**src/rtl/vga_timing_dither.sv**
```systemverilog
// vga_timing_dither
//   Parametrised VGA timing generator feeding an external pixel source,
//   followed by an ordered (8x8 Bayer) dither stage that reduces IN_BITS
//   of colour per channel to OUT_BITS and drives the VGA pins.
//
// Optional feature macro: VGA_TEMPORAL_DITHER_EN
//   When defined, the Bayer coordinates are perturbed by the aligned frame
//   counter so the pattern cycles over 4 frames. When undefined the pattern
//   is static (the frame output is still counted).
//
// Ports
//   clk48        pixel clock
//   rst          asynchronous reset, active-high
//   h_count      horizontal counter to the pixel source
//   v_count      vertical counter to the pixel source
//   line_start   high while h_count == 0 (low in reset)
//   frame_start  high while h_count == 0 and v_count == 0 (low in reset)
//   frame        2-bit frame counter
//   pix_r/g/b    colour from the source, valid PIPE_LAT cycles after counters
//   pix_valid    1 = pixel covered, 0 = black
//   hsync/vsync  registered syncs, active level SYNC_POL
//   r/g/b_out    registered dithered colour

module vga_timing_dither #(
    parameter int H_DISPLAY = 1220,
    parameter int H_FRONT   = 31,
    parameter int H_SYNC    = 183,
    parameter int H_TOTAL   = 1525,
    parameter int V_DISPLAY = 480,
    parameter int V_FRONT   = 10,
    parameter int V_SYNC    = 2,
    parameter int V_TOTAL   = 525,
    parameter int IN_BITS   = 6,
    parameter int OUT_BITS  = 2,
    parameter int PIPE_LAT  = 2,
    parameter bit SYNC_POL  = 1'b0
) (
    input  logic                clk48,
    input  logic                rst,
    output logic [10:0]         h_count,
    output logic [9:0]          v_count,
    output logic                line_start,
    output logic                frame_start,
    output logic [1:0]          frame,
    input  logic [IN_BITS-1:0]  pix_r,
    input  logic [IN_BITS-1:0]  pix_g,
    input  logic [IN_BITS-1:0]  pix_b,
    input  logic                pix_valid,
    output logic                hsync,
    output logic                vsync,
    output logic [OUT_BITS-1:0] r_out,
    output logic [OUT_BITS-1:0] g_out,
    output logic [OUT_BITS-1:0] b_out
);

    localparam int D = IN_BITS - OUT_BITS;

    localparam logic [10:0] H_LAST    = 11'(H_TOTAL - 1);
    localparam logic [10:0] H_ACT_END = 11'(H_DISPLAY);
    localparam logic [10:0] HS_START  = 11'(H_DISPLAY + H_FRONT);
    localparam logic [10:0] HS_END    = 11'(H_DISPLAY + H_FRONT + H_SYNC);
    localparam logic [9:0]  V_LAST    = 10'(V_TOTAL - 1);
    localparam logic [9:0]  V_ACT_END = 10'(V_DISPLAY);
    localparam logic [9:0]  VS_START  = 10'(V_DISPLAY + V_FRONT);
    localparam logic [9:0]  VS_END    = 10'(V_DISPLAY + V_FRONT + V_SYNC);

    localparam logic [IN_BITS:0] OUT_MAX = (IN_BITS + 1)'((1 << OUT_BITS) - 1);

`ifdef VGA_TEMPORAL_DITHER_EN
    localparam logic TEMPORAL = 1'b1;
`else
    localparam logic TEMPORAL = 1'b0;
`endif

    // ------------------------------------------------------------------
    // Counters
    // ------------------------------------------------------------------
    logic [10:0] h_q, h_d;
    logic [9:0]  v_q, v_d;
    logic [1:0]  frame_q, frame_d;

    always_comb begin
        h_d     = h_q + 11'd1;
        v_d     = v_q;
        frame_d = frame_q;
        if (h_q == H_LAST) begin
            h_d = '0;
            if (v_q == V_LAST) begin
                v_d     = '0;
                frame_d = frame_q + 2'd1;
            end else begin
                v_d = v_q + 10'd1;
            end
        end
    end

    always_ff @(posedge clk48 or posedge rst) begin
        if (rst) begin
            h_q     <= '0;
            v_q     <= '0;
            frame_q <= '0;
        end else begin
            h_q     <= h_d;
            v_q     <= v_d;
            frame_q <= frame_d;
        end
    end

    assign h_count = h_q;
    assign v_count = v_q;
    assign frame   = frame_q;

    // Counters sit at zero during reset; keep the strobes quiet until release.
    assign line_start  = ~rst & (h_q == '0);
    assign frame_start = ~rst & (h_q == '0) & (v_q == '0);

    // ------------------------------------------------------------------
    // Raw timing and alignment with the pixel source
    // ------------------------------------------------------------------
    logic active_w, hs_w, vs_w;

    assign active_w = (h_q < H_ACT_END) && (v_q < V_ACT_END);
    assign hs_w     = (h_q >= HS_START) && (h_q < HS_END);
    assign vs_w     = (v_q >= VS_START) && (v_q < VS_END);

    localparam int DW = 11;

    // Sync flags are carried as "in sync" (not pin level), so an all-zero
    // stage is blank with syncs inactive regardless of SYNC_POL.
    logic [DW-1:0] raw_w, aligned_w;

    assign raw_w = {active_w, hs_w, vs_w, h_q[2:0], v_q[2:0], frame_q};

    generate
        if (PIPE_LAT == 0) begin : g_no_delay
            assign aligned_w = raw_w;
        end else begin : g_delay
            logic [DW-1:0] dly_q [PIPE_LAT];

            always_ff @(posedge clk48 or posedge rst) begin
                if (rst) begin
                    for (int k = 0; k < PIPE_LAT; k++) begin
                        dly_q[k] <= '0;
                    end
                end else begin
                    dly_q[0] <= raw_w;
                    for (int k = 1; k < PIPE_LAT; k++) begin
                        dly_q[k] <= dly_q[k-1];
                    end
                end
            end

            assign aligned_w = dly_q[PIPE_LAT-1];
        end
    endgenerate

    logic       act_al, hs_al, vs_al;
    logic [2:0] hl_al, vl_al;
    logic [1:0] fr_al;

    assign {act_al, hs_al, vs_al, hl_al, vl_al, fr_al} = aligned_w;

    // ------------------------------------------------------------------
    // Ordered dither
    // ------------------------------------------------------------------
    logic [2:0] bi, bj, ba;
    logic [5:0] bayer;

    // With the temporal option off TEMPORAL is 0 and the frame bits drop out.
    assign bi    = hl_al ^ {2'b00, fr_al[0] & TEMPORAL};
    assign bj    = vl_al ^ {2'b00, fr_al[1] & TEMPORAL};
    assign ba    = bi ^ bj;
    // Bit-reversed interleave of (i^j, i) gives the 8x8 Bayer index.
    assign bayer = {ba[0], bi[0], ba[1], bi[1], ba[2], bi[2]};

    // Threshold is the top D bits of the Bayer index; the sum is one bit
    // wider than the colour so bright pixels saturate instead of wrapping.
    function automatic logic [OUT_BITS-1:0] dither_ch(input logic [IN_BITS-1:0] c,
                                                       input logic [5:0]         m);
        logic [5:0]       t;
        logic [IN_BITS:0] sum;
        logic [IN_BITS:0] q;
        t   = m >> (6 - D);
        sum = {1'b0, c} + (IN_BITS + 1)'(t);
        q   = sum >> D;
        if (q > OUT_MAX) begin
            return OUT_MAX[OUT_BITS-1:0];
        end
        return q[OUT_BITS-1:0];
    endfunction

    // ------------------------------------------------------------------
    // Output register
    // ------------------------------------------------------------------
    logic                hsync_q, hsync_d;
    logic                vsync_q, vsync_d;
    logic [OUT_BITS-1:0] r_q, r_d, g_q, g_d, b_q, b_d;

    always_comb begin
        hsync_d = hs_al ? SYNC_POL : ~SYNC_POL;
        vsync_d = vs_al ? SYNC_POL : ~SYNC_POL;
        r_d     = '0;
        g_d     = '0;
        b_d     = '0;
        if (act_al && pix_valid) begin
            r_d = dither_ch(pix_r, bayer);
            g_d = dither_ch(pix_g, bayer);
            b_d = dither_ch(pix_b, bayer);
        end
    end

    always_ff @(posedge clk48 or posedge rst) begin
        if (rst) begin
            hsync_q <= ~SYNC_POL;
            vsync_q <= ~SYNC_POL;
            r_q     <= '0;
            g_q     <= '0;
            b_q     <= '0;
        end else begin
            hsync_q <= hsync_d;
            vsync_q <= vsync_d;
            r_q     <= r_d;
            g_q     <= g_d;
            b_q     <= b_d;
        end
    end

    assign hsync = hsync_q;
    assign vsync = vsync_q;
    assign r_out = r_q;
    assign g_out = g_q;
    assign b_out = b_q;

endmodule

```
**config.mk**
```make
export PLATFORM = sky130hd
export DESIGN_NAME = vga_timing_dither
export DESIGN_NICKNAME = d
export VERILOG_FILES = /design/src/rtl/vga_timing_dither.sv
export SDC_FILE = /design/constraint.sdc
export NUM_CORES = 1
export LEC_CHECK = 0
export BUFFER_PORTS_ARGS = -buffer_cell sky130_fd_sc_hd__buf_4
export CAP_MARGIN = 10
export CELL_PAD_IN_SITES_DETAIL_PLACEMENT = 2
export CELL_PAD_IN_SITES_GLOBAL_PLACEMENT = 2
export CORE_ASPECT_RATIO = 0.9
export CORE_MARGIN = 2
export CORE_UTILIZATION = 35
export DETAILED_ROUTE_END_ITERATION = 8
export GPL_ROUTABILITY_DRIVEN = 0
export PLACE_DENSITY = 0.88
export SYNTH_ARGS = -nofsm -noshare
export SYNTH_HDL_FRONTEND = slang
export SYNTH_SLANG_ARGS = --single-unit
export TNS_END_PERCENT = 10
```
**constraint.sdc**
```tcl
create_clock -name clk48 -period 4.8 [get_ports clk48]
set_input_delay 0.48 -clock clk48 [delete_from_list [all_inputs] [get_ports clk48]]
set_output_delay 0.48 -clock clk48 [all_outputs]
set_load 0.03 [all_outputs]
```
==> results by stage, run 1 <==
Timing:
- The part of the cycle the worst path needs is 51.2%.
- The final period demand of the worst path is 2.46 ns.
- The final number of max-transition violations is 0.
- After layout, the worst setup slack is 2.34 ns.
- In the final timing run, aggregate negative setup slack is 0 ns.
- For the pin with the worst max-slew slack, the measured transition is 0.664 ns.
- The final count of hold timing violations was 0.
- Setup repair after global routing left no endpoint under its margin.
- Across the routed clock network, the largest skew measured is 0.0103 ns.
- Derived from the worst setup path, the maximum achievable clock frequency is 407 MHz.
- The relative slew slack is 55.8%.
- The count of final setup violators is 0.

Clocking:
- The hold buffer count at cts is 0.
- The longest clock path from root to sink contains 2 buffers.
- The clock tree synthesis step divided the H-tree into 2 levels.
- In this run the clock root is driven by a sky130_fd_sc_hd__clkbuf_8.
- The number of buffers inserted during clock tree synthesis is 5.
- In this run the post-CTS setup repair buffer count came out at 0.
- The clock transition at the registers of the reported paths is 0.09 ns.
- Counting every sink on the clock net gives 45.
- The clock tree from TritonCTS is built.
- The number of gates given a new drive strength after cts is 0.
- The later pin in the worst-skew pair is clocked with a latency of 0.30 ns.

Placed design:
- The detailed placer's ending HPWL is 4750 um.
- The count of port buffers added during placement is 53.
- Before CTS, the worst setup slack after placement is 2.42 ns.

Yosys:
- Each instance of the synthesized netlist takes up on average 10.6 um^2.
- Yosys mapped the design onto 34 distinct sky130hd cell types.
- The most used flip-flop cell after synthesis is sky130_fd_sc_hd__dfrtp_1.
- Of the synthesized area, sequential elements account for 52.4%.
- The async set or reset register ratio after synthesis is 100%.
- The synthesized instance count is 203.
- The synthesized design contains 0 enable-type register cells.
- The top cell type by area accounts for 50.0% of the synthesized area.
- The count of warnings emitted by yosys is 0.
- After synthesis, the cell types taking the most area are sky130_fd_sc_hd__dfrtp_1 (50%), sky130_fd_sc_hd__ha_1 (7.6%), sky130_fd_sc_hd__o21ai_0 (3.0%).
- The net count after synthesis is 237.
- The post-synthesis instance area is 2150 um^2.
- The largest total area in the synthesized netlist belongs to sky130_fd_sc_hd__dfrtp_1.
- The count of state elements after synthesis is 45.

Die:
- The core region is 6050 um^2.
- The floorplan step defined a die boundary enclosing 6790 um^2.
- Row generation in the floorplan step produced 27 rows.
- The die extent in x is 86.7 um.
- The starting utilization of the core area is 35.6%.
- The die is 78.4 um tall.
- The count of pins on the block boundary is 54.

Power:
- The clock network burns 36.3% of the power.
- Summed over all nets, the switching power comes to 160 uW.
- Combinational logic burns 7.5% of the power.
- The maximum resistive drop on vdd is 0.000101 V.
- Net switching is 23.5% of the power.
- Dividing total power by cell area gives a power density of 253 nW/um^2.
- The overall power is 682 uW.
- The internal power of the cells is 521 uW.
- The leakage power is 1.25 nW.
- The sequential group share of total power is 56.2%.

Run status:
- The flow ran to the end, and the final reports show no timing, DRC or antenna violations.

Global routing:
- After global routing the overflow that remains totals 0.
- Entering global routing, the biggest net connects 32 pins.
- The initial antenna violation count was 0.
- The via count of the first global-routing pass is 2021.
- The first global-routing pass estimated 10600 um of wire.
- In the global route stage, overall resource usage came out at 20.4%.

Worst setup path:
- In this run the worst setup path begins at h_count[1].
- For the worst flop-to-flop path, the logic depth is 6.
- The worst setup path is captured at an output pin.
- In this run the critical register-to-register path is launched from h_count[1].
- The maximum fanout encountered on the critical timing path is 8.
- The launching element type of the critical path is a flip-flop.
- The worst setup path category is flip-flop to output pin.
- Data on the critical path arrives at its endpoint at 1.98 ns.
- STA puts the critical path data required time at 4.32 ns.

Routing:
- Dividing the detail-routed via count by the number of cells gives 5.46.
- The number of vias after detailed routing is 1791.
- The post-route antenna net violation count is 0.
- After detailed routing, the average wire length per cell comes to 19.2 um.
- The number of detailed-routing iterations run before antenna repair is 4.
- The first routing iteration left 59 violations.
- Wires add up to 6290 um.
- In the routed design, unresolved DRC markers number 0.

Run:
- Max-cap violations in this run came to 0.

Cells and area:
- The library cell used most frequently in the layout, excluding fill and tap cells, is sky130_fd_sc_hd__buf_4.
- After filler insertion, the fill cell instance count of the layout stands at 656.
- The library cells used most frequently in the layout, excluding fill and tap cells, are sky130_fd_sc_hd__buf_4 (54), sky130_fd_sc_hd__dfrtp_1 (43), sky130_fd_sc_hd__o21ai_0 (13), sky130_fd_sc_hd__ha_1 (13).
- The repair_antennas step left the layout with diodes totalling 0.
- Once layout is complete, the utilization of the core stands at 44.6%.
- The net count of the finished layout is 289.
- From synthesis to final layout, the design area changed by 25.4%.
- In the final layout, the share of cells above drive strength 1 is 25.4%.

Min path:
- The tightest min-delay check is of the primary input to async pin type.
-- registers in the layout, summed over array words and instances, names as in the netlist --
| name | cells |
|---|---|
| h_count | 11 |
| v_count | 10 |
| aligned_w | 7 |
| g_delay.dly_q | 7 |
| b_out | 2 |
| frame | 2 |
| g_out | 2 |
| r_out | 2 |
| hsync | 1 |
| vsync | 1 |
-- path summary, 6_finish.rpt --
check                      slack (ns)      endpoint
max                              2.34   frame_start
min                              0.16    h_count[4]
max reg2reg                      2.45    v_count[8]
min reg2reg                      0.35  aligned_w[5]
max in group asynchronous        3.86         vsync
min in group clk48               0.35  aligned_w[5]
-- through the flow --
stage                     hold WS, ns  std cells  area [um^2]
after floorplan                 0.331        203         2150
after global placement          0.332        320         2600
after detailed placement        0.338        320         2600
after CTS                       0.173        328         2700
after global routing            0.176        328         2700
final                           0.165        328         2700
-- logic make-up (layout without fill, tap and decap cells) --
logic type,count (synthesis),after routing,synth area share [%]
DFF,45,45,52.4
xor gates and xnor gates,13,13,5.29
adders and majority gates,13,13,7.56
AOI/OAI and AO/OA,42,42,12.2
muxes,1,1,0.697
buffers and inverters,20,73,4.01
and+or+nand+nor,69,69,17.8
-- power groups by stage --
stage	clock network [mW]	registers (mW)	logic, mW
2_1_floorplan	0	0.397	0.0180
3_5_place_dp	0	0.391	0.0520
3_3_place_gp	0	0.390	0.0493
6_report	0.248	0.383	0.0509
5_1_grt	0.275	0.384	0.0570
4_1_cts	0.259	0.383	0.0522
-- cells in the mapped netlist, types with 2 or more instances --
| library cell | count |
|---|---|
| sky130_fd_sc_hd__ha_1 | 13 |
| sky130_fd_sc_hd__nor3_1 | 4 |
| sky130_fd_sc_hd__nor2b_1 | 2 |
| sky130_fd_sc_hd__dfrtp_1 | 43 |
| sky130_fd_sc_hd__nor2_1 | 10 |
| sky130_fd_sc_hd__o311a_1 | 3 |
| sky130_fd_sc_hd__a21oi_1 | 12 |
| sky130_fd_sc_hd__buf_4 | 2 |
| sky130_fd_sc_hd__nand3_1 | 9 |
| sky130_fd_sc_hd__a21boi_0 | 3 |
| sky130_fd_sc_hd__nand2_1 | 12 |
| sky130_fd_sc_hd__xnor2_1 | 6 |
| sky130_fd_sc_hd__xor2_1 | 7 |
| sky130_fd_sc_hd__and4_1 | 5 |
| sky130_fd_sc_hd__nor4b_1 | 2 |
| sky130_fd_sc_hd__nor4_1 | 3 |
| sky130_fd_sc_hd__clkbuf_1 | 4 |
| sky130_fd_sc_hd__o31ai_1 | 2 |
| sky130_fd_sc_hd__dfstp_2 | 2 |
| sky130_fd_sc_hd__and3_1 | 5 |
| sky130_fd_sc_hd__and2_1 | 2 |
| sky130_fd_sc_hd__or3_1 | 3 |
| sky130_fd_sc_hd__buf_2 | 3 |
| sky130_fd_sc_hd__inv_1 | 11 |
| sky130_fd_sc_hd__nand4_1 | 10 |
| sky130_fd_sc_hd__o21ai_0 | 13 |
| sky130_fd_sc_hd__o211ai_1 | 5 |
-- worst max-delay path, stage by stage, from the launching register on --
cell and delay [ns]:
sky130_fd_sc_hd__dfrtp_1 0.48, sky130_fd_sc_hd__inv_1 0.10, sky130_fd_sc_hd__ha_1 0.16, sky130_fd_sc_hd__nor4b_1 0.26
sky130_fd_sc_hd__and4_1 0.29, sky130_fd_sc_hd__and4_1 0.22, sky130_fd_sc_hd__buf_4 0.16
-- per-layer routing --
layer / wire length [um] / global-route usage [%] / up-vias
met5: 0 / 0 / -
met2: 3120 / 34.7 / 51
met4: 82 / 5.31 / 0
met1: 2760 / 25.8 / 896
met3: 332 / 4.94 / 8
li1: - / - / 836
-- layout make-up --
| type | instances | area [um^2] | share of cell area [%] |
|---|---|---|---|
| tap | 72 | 90.1 | 3.34 |
| inverter | 11 | 41.3 | 1.53 |
| clock inverter | 2 | 13.8 | 0.510 |
| clock buffer | 6 | 82.6 | 3.06 |
| timing repair buffer | 54 | 405 | 15.0 |
| multi-input combinational | 138 | 937 | 34.7 |
| sequential | 45 | 1130 | 41.8 |
(Power assumes the default switching activity.)
==> run 2, diff against run 1 <==
--- a/config.mk
+++ b/config.mk
@@ -11,10 +11,10 @@
 export CELL_PAD_IN_SITES_GLOBAL_PLACEMENT = 2
 export CORE_ASPECT_RATIO = 0.9
 export CORE_MARGIN = 2
-export CORE_UTILIZATION = 35
+export CORE_UTILIZATION = 33
 export DETAILED_ROUTE_END_ITERATION = 8
 export GPL_ROUTABILITY_DRIVEN = 0
-export PLACE_DENSITY = 0.88
+export PLACE_DENSITY = 0.84
 export SYNTH_ARGS = -nofsm -noshare
 export SYNTH_HDL_FRONTEND = slang
 export SYNTH_SLANG_ARGS = --single-unit
==> constraint.sdc (replaced) <==
create_clock -name clk48 -period 2.5 [get_ports clk48]
set_input_delay 0.25 -clock clk48 [delete_from_list [all_inputs] [get_ports clk48]]
set_output_delay 0.25 -clock clk48 [all_outputs]
set_load 0.03 [all_outputs]
==> run 2 against run 1 <==
  * Via count is 1.1% higher
  * Routed wire length down 2.4%
  * Critical endpoint unchanged
  * Highest routed layer unchanged
  * Critical path type unchanged
  * Final cell count increased by 5.5%
  * Largest power group unchanged
  * Global-route usage down 1.7 points
  * Sequential share of layout area fell by 1.2 points
  * Register-to-register slack worse by 1.9 ns
  * Clock power rose to 2.6 times the previous value
==> results by stage, run 2 (synthesized netlist as in run 1, its figures left out) <==
Worst setup path:
- The number of buffers and inverters on the critical path came to 2 (unchanged).
- In this design, the largest share of critical-path delay is due to simple AND/OR/NAND/NOR gates.
- The maximum fanout encountered on the critical timing path is 8 (unchanged).
- The standard cell with the maximum stage delay on the critical path is sky130_fd_sc_hd__dfrtp_1.
- The biggest cell delay along the critical path is 0.47 ns (about the same).
- The worst register-to-register path ends at v_count[9].
- The worst setup path category is flip-flop to output pin.
- The required time of the critical path is 2.25 ns (-2.07 ns).
- Walking the worst path, the cells encountered are inv_1 -> ha_1 -> nor4b_1 -> and4_1 -> and4_1 -> buf_4.
- STA classifies the critical path startpoint as a flip-flop.
- The reg-to-reg setup timing slack is 0.58 ns (-1.87 ns).
- The startpoint of the worst register-to-register path is h_count[0].
- The signal arrival time at the worst endpoint is 1.94 ns (-0.04 ns).
- The worst reg2reg path depth is 7 (+1).
- The critical path endpoint category is an output pin.
- The cell repeated most along the worst path is sky130_fd_sc_hd__and4_1.

Cells and area:
- The most common library cell in the layout ignoring fill and taps is sky130_fd_sc_hd__buf_4.
- In the layout the commonest cells are sky130_fd_sc_hd__buf_4 (56), sky130_fd_sc_hd__dfrtp_1 (43), sky130_fd_sc_hd__o21ai_0 (13), sky130_fd_sc_hd__ha_1 (13).
- Relative to the synthesized area, the layout overhead comes to 29.2%.
- The post-route standard cell area excluding fillers is 2780 um^2 (+3.0%).
- The number of standard cells in the layout, taps in and fillers out is 346 (+5.5%).
- The flip-flop count of the largest register, all copies and words added was 11 (unchanged).
- The fraction of layout instances using a drive strength above 1 is 25.9% (+0.48 points).
- The number of fill cells is 692 (+5.5%).
- The count of inserted antenna diode cells came to 0 (unchanged).
- The final layout net count came to 292 (+1.0%).

Run status:
- The flow ran to the end, and the final reports show no timing, DRC or antenna violations.

Die:
- The die extent in x is 89.1 um (+2.9%).
- The row count came to 27 (unchanged).
- The die outline area is 7180 um^2 (+5.8%).
- The core footprint is 6220 um^2 (+2.8%).
- The die outline height is 80.6 um (+2.8%).
- The starting utilization of the core area is 34.6% (-0.97 points).
- The count of pins on the block boundary came to 54 (unchanged).

Clocking:
- The level count of the clock H-tree is 2 (unchanged).
- The number of gates given a new drive strength after cts is 0 (unchanged).
- The TritonCTS sink count came to 45 (unchanged).
- The maximum buffer depth of the clock tree is 2 (unchanged).
- The number of buffers inserted during clock tree synthesis is 5 (unchanged).
- The clock transition at the registers of the reported paths is 0.08 ns (about the same).
- The root buffer cell is sky130_fd_sc_hd__clkbuf_8.
- The count of buffers added by post-CTS timing repair for setup is 0 (unchanged).
- The clock tree from TritonCTS is built.
- The worst-skew pair later-pin latency is 0.30 ns (about the same).

Min path:
- The hold-critical path endpoint is r_out[1].
- The worst hold-check path type is primary input to flip-flop.
- The depth of the worst hold-timing path is 3.
- The hold path startpoint is pix_r[5].

Routing:
- The aggregate routed wire length was 6140 um (-2.4%).
- The routed via count divided by cell count is 5.23 (-4.2%).
- The post-route antenna net violation count is 0 (unchanged).
- The number of vias after detailed routing was 1810 (+1.1%).
- The DRC marker count from the first detailed-route iteration is 42 (-29%).
- The number of detailed-routing iterations run before antenna repair came to 4 (unchanged).
- The routed length per placed instance is 17.8 um (-7.4%).
- The number of remaining DRC errors is 0 (unchanged).

Timing:
- The final number of max-transition violations came to 0 (unchanged).
- The setup TNS is 0 ns (unchanged).
- The part of the cycle the worst path needs is 87.7%.
- The hold slack was 0.230 ns (+0.0654 ns).
- The count of final setup violators was 0 (unchanged).
- The relative slew slack is 67.6% (+12 points).
- The worst-margin pin slew came to 0.482 ns (-0.182 ns).
- The worst clock skew is 0.00813 ns (-0.00212 ns).
- The final count of hold timing violations is 0 (unchanged).
- Timing would allow up to 456 MHz.
- Setup repair after global routing left no endpoint under its margin.
- The final period demand of the worst path is 2.19 ns.

Global routing:
- The total global-route track usage is 18.6% (-1.7 points).
- The first-pass GRT wire length is 10100 um (-4.6%).
- The maximum number of pins on one net before global-route repair is 18 (-44%).
- The via count of the first global-routing pass is 1880 (-7.0%).
- The global-route congestion overflow total came to 0 (unchanged).
- The initial antenna violation count is 0 (unchanged).

Placed design:
- The detailed placer's ending HPWL is 4590 um (-3.5%).
- The placed instance count is 337 (+5.3%).
- The count of port buffers added during placement is 53 (unchanged).
- The instance area after placement is 2640 um^2 (+1.3%).

Power:
- The power density relative to cell area is 535 nW/um^2 (+110%).
- The maximum resistive drop on vdd came to 0.000267 V (+170%).
- The leakage power was 1.28 nW (+2.5%).

Run:
- The total of max-cap violations came to 0 (unchanged).
## run 2: changes by cell type in the layout (fill, tap and decap cells not counted), sizes merged
cell / before / now
buf: 54 / 56
bufinv: 0 / 2
clkbuf: 6 / 5
clkinv: 3 / 2
dlygate4sd3: 0 / 1
## run 2: worst max-delay path by stage
| stage | slack (ns) | depth (start not counted) | endpoint | startpoint |
|---|---|---|---|---|
| final | 0.31 | 6 | frame_start | h_count[0] |
| after global routing | 0.12 | 6 | frame_start | h_count[0] |
| after CTS | 0.27 | 6 | frame_start | h_count[0] |
| after detailed placement | 0.58 | 7 | v_count[9] | h_count[0] |
| after global placement | 0.68 | 7 | v_count[9] | h_count[0] |
| after floorplan | 0.47 | 5 | frame_start | h_count[0] |
## run 2: power by group
| group | internal (mW) | switching (mW) |
|---|---|---|
| Clock | 0.397 | 0.254 |
| Sequential | 0.733 | 0.00179 |
| Combinational | 0.0452 | 0.0557 |
## run 2: repair_timing
action | in CTS | in global routing
hold buffers | 1 | 0
endpoints found under the hold margin | 11 | 0
endpoints found under the setup margin | 0 | 0
## run 2: per-layer routing
layer  global-route usage, %  share of wire (%)  up-vias
met5                       0                  0        -
met4                    5.82                1.2        0
met3                    3.70                5.2        6
met2                    29.6                 48       45
met1                    25.5                 46      913
li1                        -                  -      846
## run 2: area by class of cell
| class | count | area (um^2) | area share (%) |
|---|---|---|---|
| Clock buffer | 5 | 68.8 | 2.48 |
| Clock inverter | 3 | 65.1 | 2.34 |
| Inverter | 11 | 41.3 | 1.49 |
| Multi-Input combinational cell | 138 | 937 | 33.7 |
| Sequential cell | 45 | 1130 | 40.6 |
| Tap cell | 87 | 109 | 3.92 |
| Timing Repair Buffer | 57 | 430 | 15.5 |
## run 2: worst register-to-register path: stages (launching register included)
cell and delay [ns]:
sky130_fd_sc_hd__dfrtp_1 0.47, sky130_fd_sc_hd__inv_1 0.10, sky130_fd_sc_hd__ha_1 0.16, sky130_fd_sc_hd__and4bb_1 0.26
sky130_fd_sc_hd__and4_1 0.35, sky130_fd_sc_hd__buf_4 0.24, sky130_fd_sc_hd__o211ai_1 0.10, sky130_fd_sc_hd__nor2b_1 0.14
## run 2: through the flow
step / setup slack (ns) / util (%) / power (mW)
2_1_floorplan: 0.474 / - / 0.797
4_1_cts: 0.266 / 44.7 / 1.51
6_report: 0.308 / 44.7 / 1.49
3_5_place_dp: 0.581 / 42.4 / 0.852
3_3_place_gp: 0.679 / 42.4 / 0.847
5_1_grt: 0.121 / 44.7 / 1.55
